===== config.mk =====
export PLATFORM = sky130hd
export DESIGN_NAME = seg_scan_ctrl
export DESIGN_NICKNAME = d
export VERILOG_FILES = /design/src/rtl/seg_scan_ctrl.sv
export SDC_FILE = /design/constraint.sdc
export NUM_CORES = 1
export LEC_CHECK = 0
export CAP_MARGIN = 20
export CORE_UTILIZATION = 50
export DETAILED_ROUTE_END_ITERATION = 8
export PLACE_DENSITY = 0.82
export SETUP_SLACK_MARGIN = 0.02
export SKIP_CTS_REPAIR_TIMING = 1
export SYNTH_ARGS = -nofsm -noshare
export SYNTH_HDL_FRONTEND = slang
export SYNTH_SLANG_ARGS = --single-unit

===== constraint.sdc =====
create_clock -name Clk -period 2.8 [get_ports Clk]
set_clock_uncertainty 0.15 [all_clocks]
set_input_delay 0.56 -clock Clk [delete_from_list [all_inputs] [get_ports Clk]]
set_output_delay 0.56 -clock Clk [all_outputs]
set_load 0.005 [all_outputs]

===== src/rtl/seg_scan_ctrl.sv =====
// Multiplexed hex 7-segment display driver.
// One digit slot per SCAN_DIV clocks; inputs are latched once per frame so a
// whole scan always shows a coherent value. Outputs are registered and the
// drive polarity of both the digit selects and the segment byte is set by
// parameters.
module seg_scan_ctrl #(
    parameter int DIGITS          = 4,
    parameter int SCAN_DIV        = 25000,
    parameter int BLINK_DIV       = 250,
    parameter int COM_ACTIVE_LOW  = 1,
    parameter int SEG_ACTIVE_HIGH = 1
) (
    input  logic                  Clk,
    input  logic                  Rst_n,
    input  logic                  En,
    input  logic [4*DIGITS-1:0]   disp_data,
    input  logic [DIGITS-1:0]     dp_mask,
    input  logic [DIGITS-1:0]     blink_mask,
    input  logic                  blank_lz,
    output logic [DIGITS-1:0]     dig_sel,
    output logic [7:0]            dig_data,
    output logic                  frame_done
);

    localparam int IDX_W = (DIGITS > 1) ? $clog2(DIGITS) : 1;
    localparam int CNT_W = $clog2(SCAN_DIV);
    localparam int FC_W  = $clog2(BLINK_DIV + 1);

    localparam logic [IDX_W-1:0]  IDX_LAST = IDX_W'(DIGITS - 1);
    localparam logic [CNT_W-1:0]  CNT_LAST = CNT_W'(SCAN_DIV - 1);
    localparam logic [FC_W-1:0]   FC_LAST  = FC_W'(BLINK_DIV - 1);
    localparam logic [DIGITS-1:0] SEL_OFF  = {DIGITS{COM_ACTIVE_LOW != 0}};
    localparam logic [7:0]        SEG_OFF  = (SEG_ACTIVE_HIGH != 0) ? 8'h00 : 8'hFF;

    // Active-high segment pattern {g,f,e,d,c,b,a} for a hex nibble.
    function automatic logic [6:0] hex_to_seg(input logic [3:0] nib);
        logic [6:0] s;
        case (nib)
            4'h0: s = 7'h3F;
            4'h1: s = 7'h06;
            4'h2: s = 7'h5B;
            4'h3: s = 7'h4F;
            4'h4: s = 7'h66;
            4'h5: s = 7'h6D;
            4'h6: s = 7'h7D;
            4'h7: s = 7'h07;
            4'h8: s = 7'h7F;
            4'h9: s = 7'h6F;
            4'hA: s = 7'h77;
            4'hB: s = 7'h7C;
            4'hC: s = 7'h39;
            4'hD: s = 7'h5E;
            4'hE: s = 7'h79;
            default: s = 7'h71;
        endcase
        return s;
    endfunction

    // Digits k>0 whose nibble and every higher nibble are zero.
    function automatic logic [DIGITS-1:0] lz_mask(input logic [4*DIGITS-1:0] data);
        logic [DIGITS-1:0] m;
        logic              seen;
        m    = '0;
        seen = 1'b0;
        for (int k = DIGITS - 1; k >= 0; k--) begin
            seen = seen | (data[4*k +: 4] != 4'h0);
            m[k] = (k != 0) && !seen;
        end
        return m;
    endfunction

    function automatic logic [7:0] seg_polarity(input logic [7:0] raw);
        return (SEG_ACTIVE_HIGH != 0) ? raw : ~raw;
    endfunction

    function automatic logic [DIGITS-1:0] sel_polarity(input logic [DIGITS-1:0] onehot);
        return (COM_ACTIVE_LOW != 0) ? ~onehot : onehot;
    endfunction

    logic [CNT_W-1:0]    cnt_q, cnt_d;
    logic [IDX_W-1:0]    idx_q, idx_d;
    logic [FC_W-1:0]     fc_q, fc_d;
    logic                blink_ph_q, blink_ph_d;
    logic                en_q, en_d;
    logic                frame_done_q, frame_done_d;
    logic [4*DIGITS-1:0] sh_data_q, sh_data_d;
    logic [DIGITS-1:0]   sh_dp_q, sh_dp_d;
    logic [DIGITS-1:0]   sh_blink_q, sh_blink_d;
    logic                sh_lz_q, sh_lz_d;
    logic [DIGITS-1:0]   dig_sel_q, dig_sel_d;
    logic [7:0]          dig_data_q, dig_data_d;

    logic                tick;
    logic                wrap;
    logic [3:0]          cur_nib;
    logic                cur_dp;
    logic                cur_blink;
    logic                cur_lz;
    logic [DIGITS-1:0]   onehot;
    logic [DIGITS-1:0]   lz_blank;
    logic                blank;
    logic [7:0]          raw_seg;

    // Prescaler, digit index, frame/blink counters and shadow capture.
    always_comb begin
        tick         = En && (cnt_q == CNT_LAST);
        wrap         = tick && (idx_q == IDX_LAST);
        cnt_d        = cnt_q;
        idx_d        = idx_q;
        fc_d         = fc_q;
        blink_ph_d   = blink_ph_q;
        frame_done_d = 1'b0;
        en_d         = En;
        sh_data_d    = sh_data_q;
        sh_dp_d      = sh_dp_q;
        sh_blink_d   = sh_blink_q;
        sh_lz_d      = sh_lz_q;
        if (!En) begin
            cnt_d = '0;
            idx_d = '0;
        end else begin
            cnt_d        = tick ? '0 : cnt_q + 1'b1;
            frame_done_d = wrap;
            if (tick) begin
                idx_d = wrap ? '0 : idx_q + 1'b1;
            end
            if (wrap) begin
                if (fc_q == FC_LAST) begin
                    fc_d       = '0;
                    blink_ph_d = ~blink_ph_q;
                end else begin
                    fc_d = fc_q + 1'b1;
                end
            end
        end
        // A new frame (or an idle display) picks up fresh inputs.
        if (wrap || !En) begin
            sh_data_d  = disp_data;
            sh_dp_d    = dp_mask;
            sh_blink_d = blink_mask;
            sh_lz_d    = blank_lz;
        end
    end

    // Decode the currently indexed digit from the shadow copy.
    always_comb begin
        cur_nib   = 4'h0;
        cur_dp    = 1'b0;
        cur_blink = 1'b0;
        cur_lz    = 1'b0;
        onehot    = '0;
        lz_blank  = sh_lz_q ? lz_mask(sh_data_q) : '0;
        for (int k = 0; k < DIGITS; k++) begin
            if (idx_q == IDX_W'(k)) begin
                cur_nib   = sh_data_q[4*k +: 4];
                cur_dp    = sh_dp_q[k];
                cur_blink = sh_blink_q[k];
                cur_lz    = lz_blank[k];
                onehot[k] = 1'b1;
            end
        end
        blank      = cur_lz || (blink_ph_q && cur_blink);
        raw_seg    = blank ? 8'h00 : {cur_dp, hex_to_seg(cur_nib)};
        dig_sel_d  = en_q ? sel_polarity(onehot) : SEL_OFF;
        dig_data_d = en_q ? seg_polarity(raw_seg) : SEG_OFF;
    end

    // State and output registers; reset returns the display to dark.
    always_ff @(posedge Clk or negedge Rst_n) begin
        if (!Rst_n) begin
            cnt_q        <= '0;
            idx_q        <= '0;
            fc_q         <= '0;
            blink_ph_q   <= 1'b0;
            en_q         <= 1'b0;
            frame_done_q <= 1'b0;
            sh_data_q    <= '0;
            sh_dp_q      <= '0;
            sh_blink_q   <= '0;
            sh_lz_q      <= 1'b0;
            dig_sel_q    <= SEL_OFF;
            dig_data_q   <= SEG_OFF;
        end else begin
            cnt_q        <= cnt_d;
            idx_q        <= idx_d;
            fc_q         <= fc_d;
            blink_ph_q   <= blink_ph_d;
            en_q         <= en_d;
            frame_done_q <= frame_done_d;
            sh_data_q    <= sh_data_d;
            sh_dp_q      <= sh_dp_d;
            sh_blink_q   <= sh_blink_d;
            sh_lz_q      <= sh_lz_d;
            dig_sel_q    <= dig_sel_d;
            dig_data_q   <= dig_data_d;
        end
    end

    assign dig_sel    = dig_sel_q;
    assign dig_data   = dig_data_q;
    assign frame_done = frame_done_q;

endmodule

# --- Word level (Yosys, flattened, before mapping) ---
# Memory sizes are Yosys's and may differ from the RTL's.
# Cells that the tools add are included.
totals:
  rom_bits: 112
  output_inout_bits: 13
  reg_bits: 65
  word_cells: 72
  in_bits: 28
  memories: 1
mem_list:
  columns: ["memory", "words", "word_bits", "rd", "rd_clocked_by_memory_dff", "wr", "line", "text"]
  rows:
  - ["(no name shown)", 16, 7, 1, 0, 0, "38", "case (nib)"]
classes:
  mux: 31
  n_addsub: 3
  eq_ne: 6
  reduce_logical: 15
  n_bitwise: 4
ops:
  columns: ["cell", "count"]
  rows:
  - ["two-way mux 15 bit", 2]
  - ["two-way mux 4 bit", 6]
  - ["two-way mux 8 bit", 3]
  - ["two-way mux 1 bit", 17]
  - ["adder 15 x 1 -> 15 bit (second input constant)", 1]
  - ["equality test 15 bit (second input constant)", 1]
  - ["nonzero test 4 bit", 3]
  - ["adder 8 x 1 -> 8 bit (second input constant)", 1]
  - ["equality test 8 bit (second input constant)", 1]
  - ["two-way mux 2 bit", 3]
  - ["equality test 2 bit (second input constant)", 2]
  - ["logical NOT 1 bit", 4]
  - ["NOT 4 bit", 1]
  - ["logical AND 1 bit", 3]
  - ["AND reduction 3 bit", 1]
  - ["adder 2 x 1 -> 2 bit (second input constant)", 1]
  - ["equality test 2 x 1 -> 1 bit (second input constant)", 1]
  - ["logical NOT 2 bit", 1]
  - ["logical OR 1 bit", 2]
  - ["inequality test 2 x 1 -> 1 bit (second input constant)", 1]
  - ["bitwise OR 1 bit", 2]
  - ["AND reduction 2 bit", 1]
  - ["NOT 1 bit", 1]

# --- Longest topological paths before layout ---
# Gate-level depths: netlist (run 1).
depth:
  depth_word: 12
  ltp_mapped: 11
  depth_no_buf: 10

# --- Worst setup path before layout (run 1) ---
# Ideal clock, no wire load.
synth_timing:
  path_type: "register to register"
  from: "register idx_q[1]"
  to: "register dig_data_q[3], in the netlist dig_data[3]"
  arrival_ns: 2.234
  synth_period_minus_slack_ns: 2.518
  stages_incl_launch_ff: 12
  required_time_ns: 2.516
  setup_ns: 0.134
  n_path_buf: 1
  setup_slack_ns: 0.282
  path_cell_list: "dfrtp_1 > inv_1 > ha_1 > buf_4 > a21oi_1 > o21ai_0 > a22oi_1 > ha_1 > a2111oi_0 > a211oi_1 > a31oi_1 > nor2_1"
synth_between:
  elab_chain_cells: 9
  word_cells_on_any_way: 21
  classes_between: "eq/ne (3); mux (14); reduce/logical (3); memory (1)"
synth_rtl:
  columns: ["item", "line", "text"]
  rows:
  - ["start: declaration", "81", "logic [IDX_W-1:0] idx_q, idx_d;"]
  - ["start signal: assignment", "185", "idx_q <= idx_d;"]
  - ["branches (longest 7 deep; another with memory read (16 x 7 bit))", null, null]
  - ["two-way mux 8 bit *", "163", "raw_seg = blank ? 8'h00 : {cur_dp, hex_to_seg(cur_nib)};"]
  - ["two-way mux 8 bit *", "165", "dig_data_d = en_q ? seg_polarity(raw_seg) : SEG_OFF;"]
  - ["net dig_data_d[3]", "91", "logic [7:0] dig_data_q, dig_data_d;"]
  - ["end signal: assignment", "195", "dig_data_q <= dig_data_d;"]
  - ["end: declaration", "91", null]
# Mark *: on every way through the listed nets, which the timed path passes.
# A chain may end at the register's enable or synchronous reset.

# --- Worst setup path in the final report (run 1) ---
layout_timing:
  from: "register idx_q[0]"
  to: "register dig_data_q[3], in the netlist dig_data[3]"
# Same word-level chain as after synthesis.

==> results of run 1 <==
[cells in the mapped netlist (3+ instances only)]
cell type / count
mux2_4: 16
nand2_1: 24
xnor2_1: 8
buf_4: 3
inv_1: 11
nor2_1: 28
dfstp_2: 4
mux2_2: 7
ha_1: 13
a211oi_1: 4
a21oi_1: 8
nor2b_1: 5
o21ai_0: 10
nor4_1: 3
dfrtp_1: 61
xor2_1: 7
a31oi_1: 3
nor3_1: 7
nand3_1: 11
[cells by family after synthesis]
| family | synth area share [%] |
|---|---|
| and+or+nand+nor | 15.9 |
| DFF | 49.0 |
| AOI/OAI and AO/OA | 11.5 |
| muxes | 10.9 |
| buffers and inverters | 3.84 |
| xor gates and xnor gates | 3.95 |
| adders and majority gates | 4.89 |
[registers in the layout, indices dropped and copies added, names as in the netlist]
name / cells
sh_data_q: 16
cnt_q: 15
dig_data: 8
fc_q: 8
dig_sel: 4
sh_blink_q: 4
sh_dp_q: 4
idx_q: 2
blink_ph_q: 1
en_q: 1
frame_done: 1
sh_lz_q: 1
[worst max-delay path: stages, from the launching register on]
cell       delay (ps)
dfrtp_1           410
inv_1             130
ha_2              270
nand3b_1          100
a221oi_1          240
nor2_1            150
ha_1              320
a2111oi_1         410
a211oi_1           80
a31oi_1           150
nor2_1             50
[metrics by stage]
stage | hold WS [ps] | power, uW
CTS | 93.3 | 2240
finish | 87.1 | 2210
floorplan | 114 | 1190
global route | 110 | 2300
global placement | 319 | 1310
detailed placement | 323 | 1320
[where the power goes]
part           internal [uW]  switching (uW)  total (uW)
Combinational            157             114         271
Clock                    550             355         905
Sequential               994            39.3        1030
[per-layer routing]
layer  track usage (%)  share of wire [%]  vias to the layer above  wire length (microns)
met2              33.6                 50                       41                   3180
met4              6.78                1.2                        0                     76
li1                  -                  -                     1132                      -
met3              6.73                4.2                        6                    267
met1              24.3                 45                     1137                   2850
met5                 0                  0                        -                      0
[final timing paths]
| kind | endpoint | cells past startpoint | from |
|---|---|---|---|
| min in group Clk | fc_q[7]$_DFFE_PN0P_ | 1 | fc_q[7]$_DFFE_PN0P_ |
| min reg2reg | fc_q[7]$_DFFE_PN0P_ | 1 | fc_q[7]$_DFFE_PN0P_ |
| max reg2reg | dig_data[3]$_DFF_PN0_ | 10 | idx_q[0]$_DFFE_PN0P_ |
| max | dig_data[3]$_DFF_PN0_ | 10 | idx_q[0]$_DFFE_PN0P_ |
| min | dig_data[1]$_DFF_PN0_ | 2 | Rst_n |
| max in group asynchronous | dig_sel[1]$_DFF_PN1_ | 2 | Rst_n |
[area by class of cell]
type / count / area [sq um] / area share, %
multi-input combinational: 204 / 1570 / 38.8
clock inverter: 4 / 75.1 / 1.85
clock buffer: 12 / 155 / 3.83
tap: 77 / 96.3 / 2.38
sequential: 65 / 1630 / 40.3
inverter: 12 / 45.0 / 1.11
timing repair buffer: 49 / 475 / 11.7
==> results.ini, run 1 <==
[status]
status=completed

[floorplanning]
rows=29
io_pins=41
core_sq_mm=0.00639
die_h_microns=83.6
initial_core_util_pct=52.1
dieArea_sq_mm=0.00698
die_w_microns=83.6

[synthesis]
synth_top_area_share_pct=45.9
async_flop_share_pct=100
synth_cell_types=63
yosys_warnings=0
synth_flop_cell=dfrtp_1
yosysSeqAreaShare_pct=49.0
syn-num-nets=331
synth-seq-cells=65
netlist_instances=290
synth.avg_cell_area_sq_um=11.5
synth_area_sq_mm=0.00333
yosys.area.top_type=dfrtp_1
synth.area.top_cells=dfrtp_1 46%, mux2_4 7.2%, ha_1 4.9%
synth-edff-count=0

[timing]
max_freq_mhz=384
fin_crit_ps=2610
grt_setup_unrepaired=no
post-route-period-util_pct=93.1
relSlewSlack_pct=61.6
worst_slack_ps=194
finalSetupViolations=0
drv_slew=0
setup_tns_ps=0
worstMarginPinSlew_ps=573
hold_violations=0

[drt]
avgRoutedWirePerCell_microns=15.1
final_antenna_net_count=0
drt_iter0_drc=89
drt-pass1-iter-count=4
vias_per_cell=5.48
drc=0
routed_wl_mm=6.38
vias=2316

[cts]
cts_max_path_buffers=2
htree_levels=3
root_buffer=clkbuf_8
cts.sinks=65
cts-buffers-inserted=9
clk_pin_slew_ps=70
cts_tree=built
clock_insertion_delay_worst_skew_ps=340

[finish]
fill_cells=494
stdcell_area_sq_mm=0.00405
final_cells=423
n_antenna_cell=0
layout_commonest_cell=dfrtp_1
nets=382
drive_above_1_share_pct=19.9
area.growth.synth_to_final_pct=21.8
layout_common_cells=61 x dfrtp_1, 39 x clkdlybuf4s50_1, 28 x nor2_1
finish.utilization_pct=63.5

[power]
powerDensity_mw_per_mm2=545
vdd_drop_max_v=0.000504
p_leak_uw=0.00177

[global_routing]
overflow=0
grt_use_total_pct=20.1
grt_pass1_vias=2334
grt_max_degree=34
antenna_found_initial=0
grt_pass1_wl_mm=11.0

[placed_design]
dp_cells=407
post-dp-hpwl_mm=4.53
place.gp.congestion=0.878
placed_cell_area_sq_mm=0.00382
numPortBuffers=40
dp_slack_ps=156

[critical_path]
r2r_slack_ps=190
cp.arrival_ps=2660
critPathMaxFanout=6
cp-start-kind=flip-flop
path_class=flip-flop to flip-flop
end_kind=flip-flop
crit_required_ps=2860

[run]
maxCapViolations=0

[min_path]
hp-class=input pin to async pin

No activity file was read; power rests on OpenSTA's default activity.
==> run 2, diff against run 1 <==
CTS_BUF_LIST = sky130_fd_sc_hd__clkbuf_4 sky130_fd_sc_hd__clkbuf_8 sky130_fd_sc_hd__clkbuf_16   (was not set)
==> run 2 against run 1 <==
  * Design area about the same
  * Fmax is 0.19% lower
  * Via count is 0.22% higher
  * Critical path type unchanged
  * Wire length shrank 0.28%
  * Final cell count unchanged
  * Register-to-register slack barely moved
  * Non-clock buffer count is the same
  * Hold slack improved by 1.2 ps
  * First-iteration DRC count is 3.4% lower
  * Sequential cell count unchanged
  * Combinational power is essentially flat
  * Critical path depth stayed put
==> results.ini, run 2 (same netlist as run 1, synthesis figures left out) <==
[timing]
post-route-period-util_pct=93.2
finalSetupViolations=0
hold-worst-slack_ps=88.3
relSlewSlack_pct=61.7
max_freq_mhz=383
fin_crit_ps=2610
grt_setup_unrepaired=no
setup_tns_ps=0
worstMarginPinSlew_ps=571
drv_slew=0
hold_violations=0

[floorplanning]
dieArea_sq_mm=0.00698
io_pins=41
rows=29
core_sq_mm=0.00639
initial_core_util_pct=52.1
die_w_microns=83.6
die_h_microns=83.6

[placed_design]
place.gp.congestion=0.878
numPortBuffers=40
post-dp-hpwl_mm=4.53

[drt]
vias=2321
vias_per_cell=5.49
routed_wl_mm=6.36
drt_iter0_drc=86
drc=0
final_antenna_net_count=0
avgRoutedWirePerCell_microns=15.0
drt-pass1-iter-count=4

[cts]
cts_tree=built
cts_max_path_buffers=2
cts-buffers-inserted=9
clk_pin_slew_ps=70
root_buffer=clkbuf_8
clock_insertion_delay_worst_skew_ps=340
htree_levels=3
cts.sinks=65

[global_routing]
grt_pass1_wl_mm=11.0
antenna_found_initial=0
grt_pass1_vias=2337
grt_use_total_pct=20.1
grt_max_degree=34
overflow=0

[power]
powerDensity_mw_per_mm2=547
p_leak_uw=0.00177
vdd_drop_max_v=0.000505

[critical_path]
worstSetupEndpoint=dig_data[3]$_DFF_PN0_
r2r_slack_ps=190
crit_path_start=idx_q[0]$_DFFE_PN0P_
rr_worst_depth=10
critPathBufInv=1
end_kind=flip-flop
r2r_end=dig_data[3]$_DFF_PN0_
r2r-start=idx_q[0]$_DFFE_PN0P_
path_depth=10
cp.arrival_ps=2670
cp-start-kind=flip-flop
path_class=flip-flop to flip-flop
critPathSlowestCell=dfrtp_1
max_stage_delay_ps=410
crit_required_ps=2860
crit_chain=inv_1, ha_2, nand3b_1, a221oi_1, nor2_1, ha_1, a2111oi_1, a211oi_1, a31oi_1, nor2_1
worst_path_most_repeated_cell=nor2_1
critPathMaxFanout=6
cp_top_family=compound AO/OA/AOI/OAI gates

[run]
maxCapViolations=0

[min_path]
hp-class=input pin to async pin

[status]
status=completed

[finish]
fill_cells=492
largest_reg_flops=16
layout_commonest_cell=dfrtp_1
layout_common_cells=61 x dfrtp_1, 39 x clkdlybuf4s50_1, 28 x nor2_1
nets=382
area.growth.synth_to_final_pct=21.9
drive_above_1_share_pct=20.2
largestRegisters=sh_data_q: 16 flops, cnt_q: 15 flops
regMostFlops=sh_data_q
n_antenna_cell=0
finish.utilization_pct=63.5

-- run 2: cell type report --
class                   instances  area, sq um  share of cell area [%]
multi-input cells             204         1570                    38.8
inverters                      12         45.0                    1.11
flip-flops and latches         65         1630                    40.2
well taps                      77         96.3                    2.38
clock buffers                  12          159                    3.92
clock inverters                 4         75.1                    1.85
repair buffers                 49          475                    11.7
-- run 2: per-layer routing --
metal / global-route usage (%) / share of wire (%) / vias up / wire (microns)
met5: 0 / 0 / - / 0
met4: 6.78 / 1.2 / 0 / 76
met2: 33.6 / 50 / 43 / 3190
li1: - / - / 1135 / -
met3: 6.73 / 4.4 / 6 / 278
met1: 24.3 / 44 / 1137 / 2820
-- run 2: worst reg2reg max path, delay by kind of cell (launching register included) --
family,cells,cell delay [ps]
compound gates,4,890
fa+ha+maj,2,590
buf+inv,1,130
flops,1,410
simple gates,3,310
-- run 2: where the power goes --
part           internal [uW]  total (uW)  switching, uW
Sequential               994        1030           39.3
Combinational            157         271            114
Clock                    560         914            354
-- run 2: stage by stage --
stage / instance area (sq um) / setup WS (ps) / instances / total power [uW]
2_1_floorplan: 3330 / 282 / 290 / 1190
3_5_place_dp: 3820 / 156 / 407 / 1320
5_1_grt: 4060 / 23.8 / 423 / 2310
3_3_place_gp: 3820 / 270 / 407 / 1310
6_report: 4060 / 189 / 423 / 2220
4_1_cts: 4050 / 135 / 423 / 2240
-- run 2: worst min path at each step --
stage	slack, ps	depth (start not counted)	endpoint
after detailed placement	320	1	fc_q[7]$_DFFE_PN0P_
after global placement	320	1	cnt_q[0]$_DFF_PN0_
after floorplan	110	0	blink_ph_q$_DFFE_PN0P_
after global routing	110	2	sh_data_q[8]$_DFFE_PN0P_
after CTS	90	2	dig_data[1]$_DFF_PN0_
final	90	2	dig_data[1]$_DFF_PN0_
==> run 3, diff against run 2 <==
CORE_UTILIZATION = 55   (was 50)
PLACE_DENSITY = 0.79   (was 0.82)
==> run 3 against run 2 <==
  * Sequential cell count did not move
  * Wire length rose by 3.3%
  * Setup slack improved by 35 ps
  * Fmax rose by 1.3%
  * Critical path depth decreased by 1
  * Register-to-register slack better by 30 ps
==> results.ini, run 3 (same netlist as run 1, synthesis figures left out) <==
[cts]
clk_pin_slew_ps=80
root_buffer=clkbuf_8
cts-buffers-inserted=9
cts_max_path_buffers=2
cts.sinks=65
cts_tree=built
htree_levels=3
clock_insertion_delay_worst_skew_ps=360

[finish]
finish.utilization_pct=71.6
nets=380
layout_commonest_cell=dfrtp_1
largestRegisters=sh_data_q: 16 flops, cnt_q: 15 flops
fill_cells=392
largest_reg_flops=16
drive_above_1_share_pct=20.1
n_antenna_cell=0
area.growth.synth_to_final_pct=22.1
regMostFlops=sh_data_q
final_cells=416
layout_common_cells=61 x dfrtp_1, 39 x clkdlybuf4s50_1, 28 x nor2_1

[placed_design]
dp_cells=400
post-dp-hpwl_mm=4.61
numPortBuffers=40
place.gp.congestion=0.879

[drt]
routed_wl_mm=6.57
drt_iter0_drc=151
vias=2337
drc=0
final_antenna_net_count=0
drt-pass1-iter-count=4
vias_per_cell=5.62
avgRoutedWirePerCell_microns=15.8

[critical_path]
end_kind=flip-flop
critPathMaxFanout=8
path_class=flip-flop to flip-flop
cp.arrival_ps=2690
cp-start-kind=flip-flop
crit_required_ps=2910

[global_routing]
grt_pass1_vias=2341
grt_use_total_pct=23.8
grt_pass1_wl_mm=11.2
antenna_found_initial=0
grt_max_degree=66
overflow=0

[timing]
post-route-period-util_pct=92.0
finalSetupViolations=0
worstMarginPinSlew_ps=681
max_freq_mhz=388
setup_tns_ps=0
fin_crit_ps=2580
relSlewSlack_pct=54.3
grt_setup_unrepaired=no
hold_violations=0
drv_slew=0

[power]
p_leak_uw=0.00177
vdd_drop_max_v=0.000454
total_power_uw=2280
powerDensity_mw_per_mm2=561

[floorplanning]
rows=27
die_h_microns=79.8
dieArea_sq_mm=0.00636
initial_core_util_pct=58.6
core_sq_mm=0.00568
die_w_microns=79.8
io_pins=41

[run]
maxCapViolations=0

[status]
status=completed

[min_path]
hp-class=input pin to async pin

## run 3: worst max-delay path, stage by stage, from the launching register on
cell and delay (ps):
dfrtp_1 420, inv_1 100, ha_1 280, nand3b_1 140
a221oi_1 70, nor2_1 310, inv_1 150, ha_1 260
mux2_1 320, a221oi_2 270
## run 3: cell type report
class                   instances  area, sq um  share of cell area [%]
flip-flops and latches         65         1630                    40.2
repair buffers                 47          473                    11.6
clock inverters                 7          119                    2.93
multi-input cells             204         1580                    38.9
clock buffers                   9          124                    3.05
well taps                      72         90.1                    2.22
inverters                      12         45.0                    1.11
## run 3: final timing paths
check	start	end	slack (ps)	depth (start not counted)
setup / recovery	idx_q[1]$_DFFE_PN0P_	dig_data[6]$_DFF_PN0_	220	9
hold / removal	Rst_n	cnt_q[12]$_DFF_PN0_	60	2
setup reg to reg	idx_q[1]$_DFFE_PN0P_	dig_data[6]$_DFF_PN0_	220	9
hold reg to reg	fc_q[7]$_DFFE_PN0P_	fc_q[7]$_DFFE_PN0P_	340	1
max in group asynchronous	Rst_n	dig_sel[0]$_DFF_PN1_	2130	2
min in group Clk	fc_q[7]$_DFFE_PN0P_	fc_q[7]$_DFFE_PN0P_	340	1
## run 3: metal layers
layer  track usage (%)  wire length (microns)  vias to the layer above
li1                  -                      -                     1130
met1              29.6                   2970                     1133
met2              38.1                   3190                       64
met3              7.09                    325                       10
met4              10.9                     90                        0
met5                 0                      0                        -
## run 3: stage by stage
step	hold WS, ps	instance area, sq um	worst slack, ps
after floorplan	114	3330	282
final	55.7	4060	224
after detailed placement	329	3810	192
after global placement	319	3810	263
after global routing	70.8	4060	60.4
after CTS	64.2	4050	160
## run 3: power by group
part	switching, uW	internal (uW)
registers	38.9	994
logic	118	158
clock network	381	590
total	538	1740
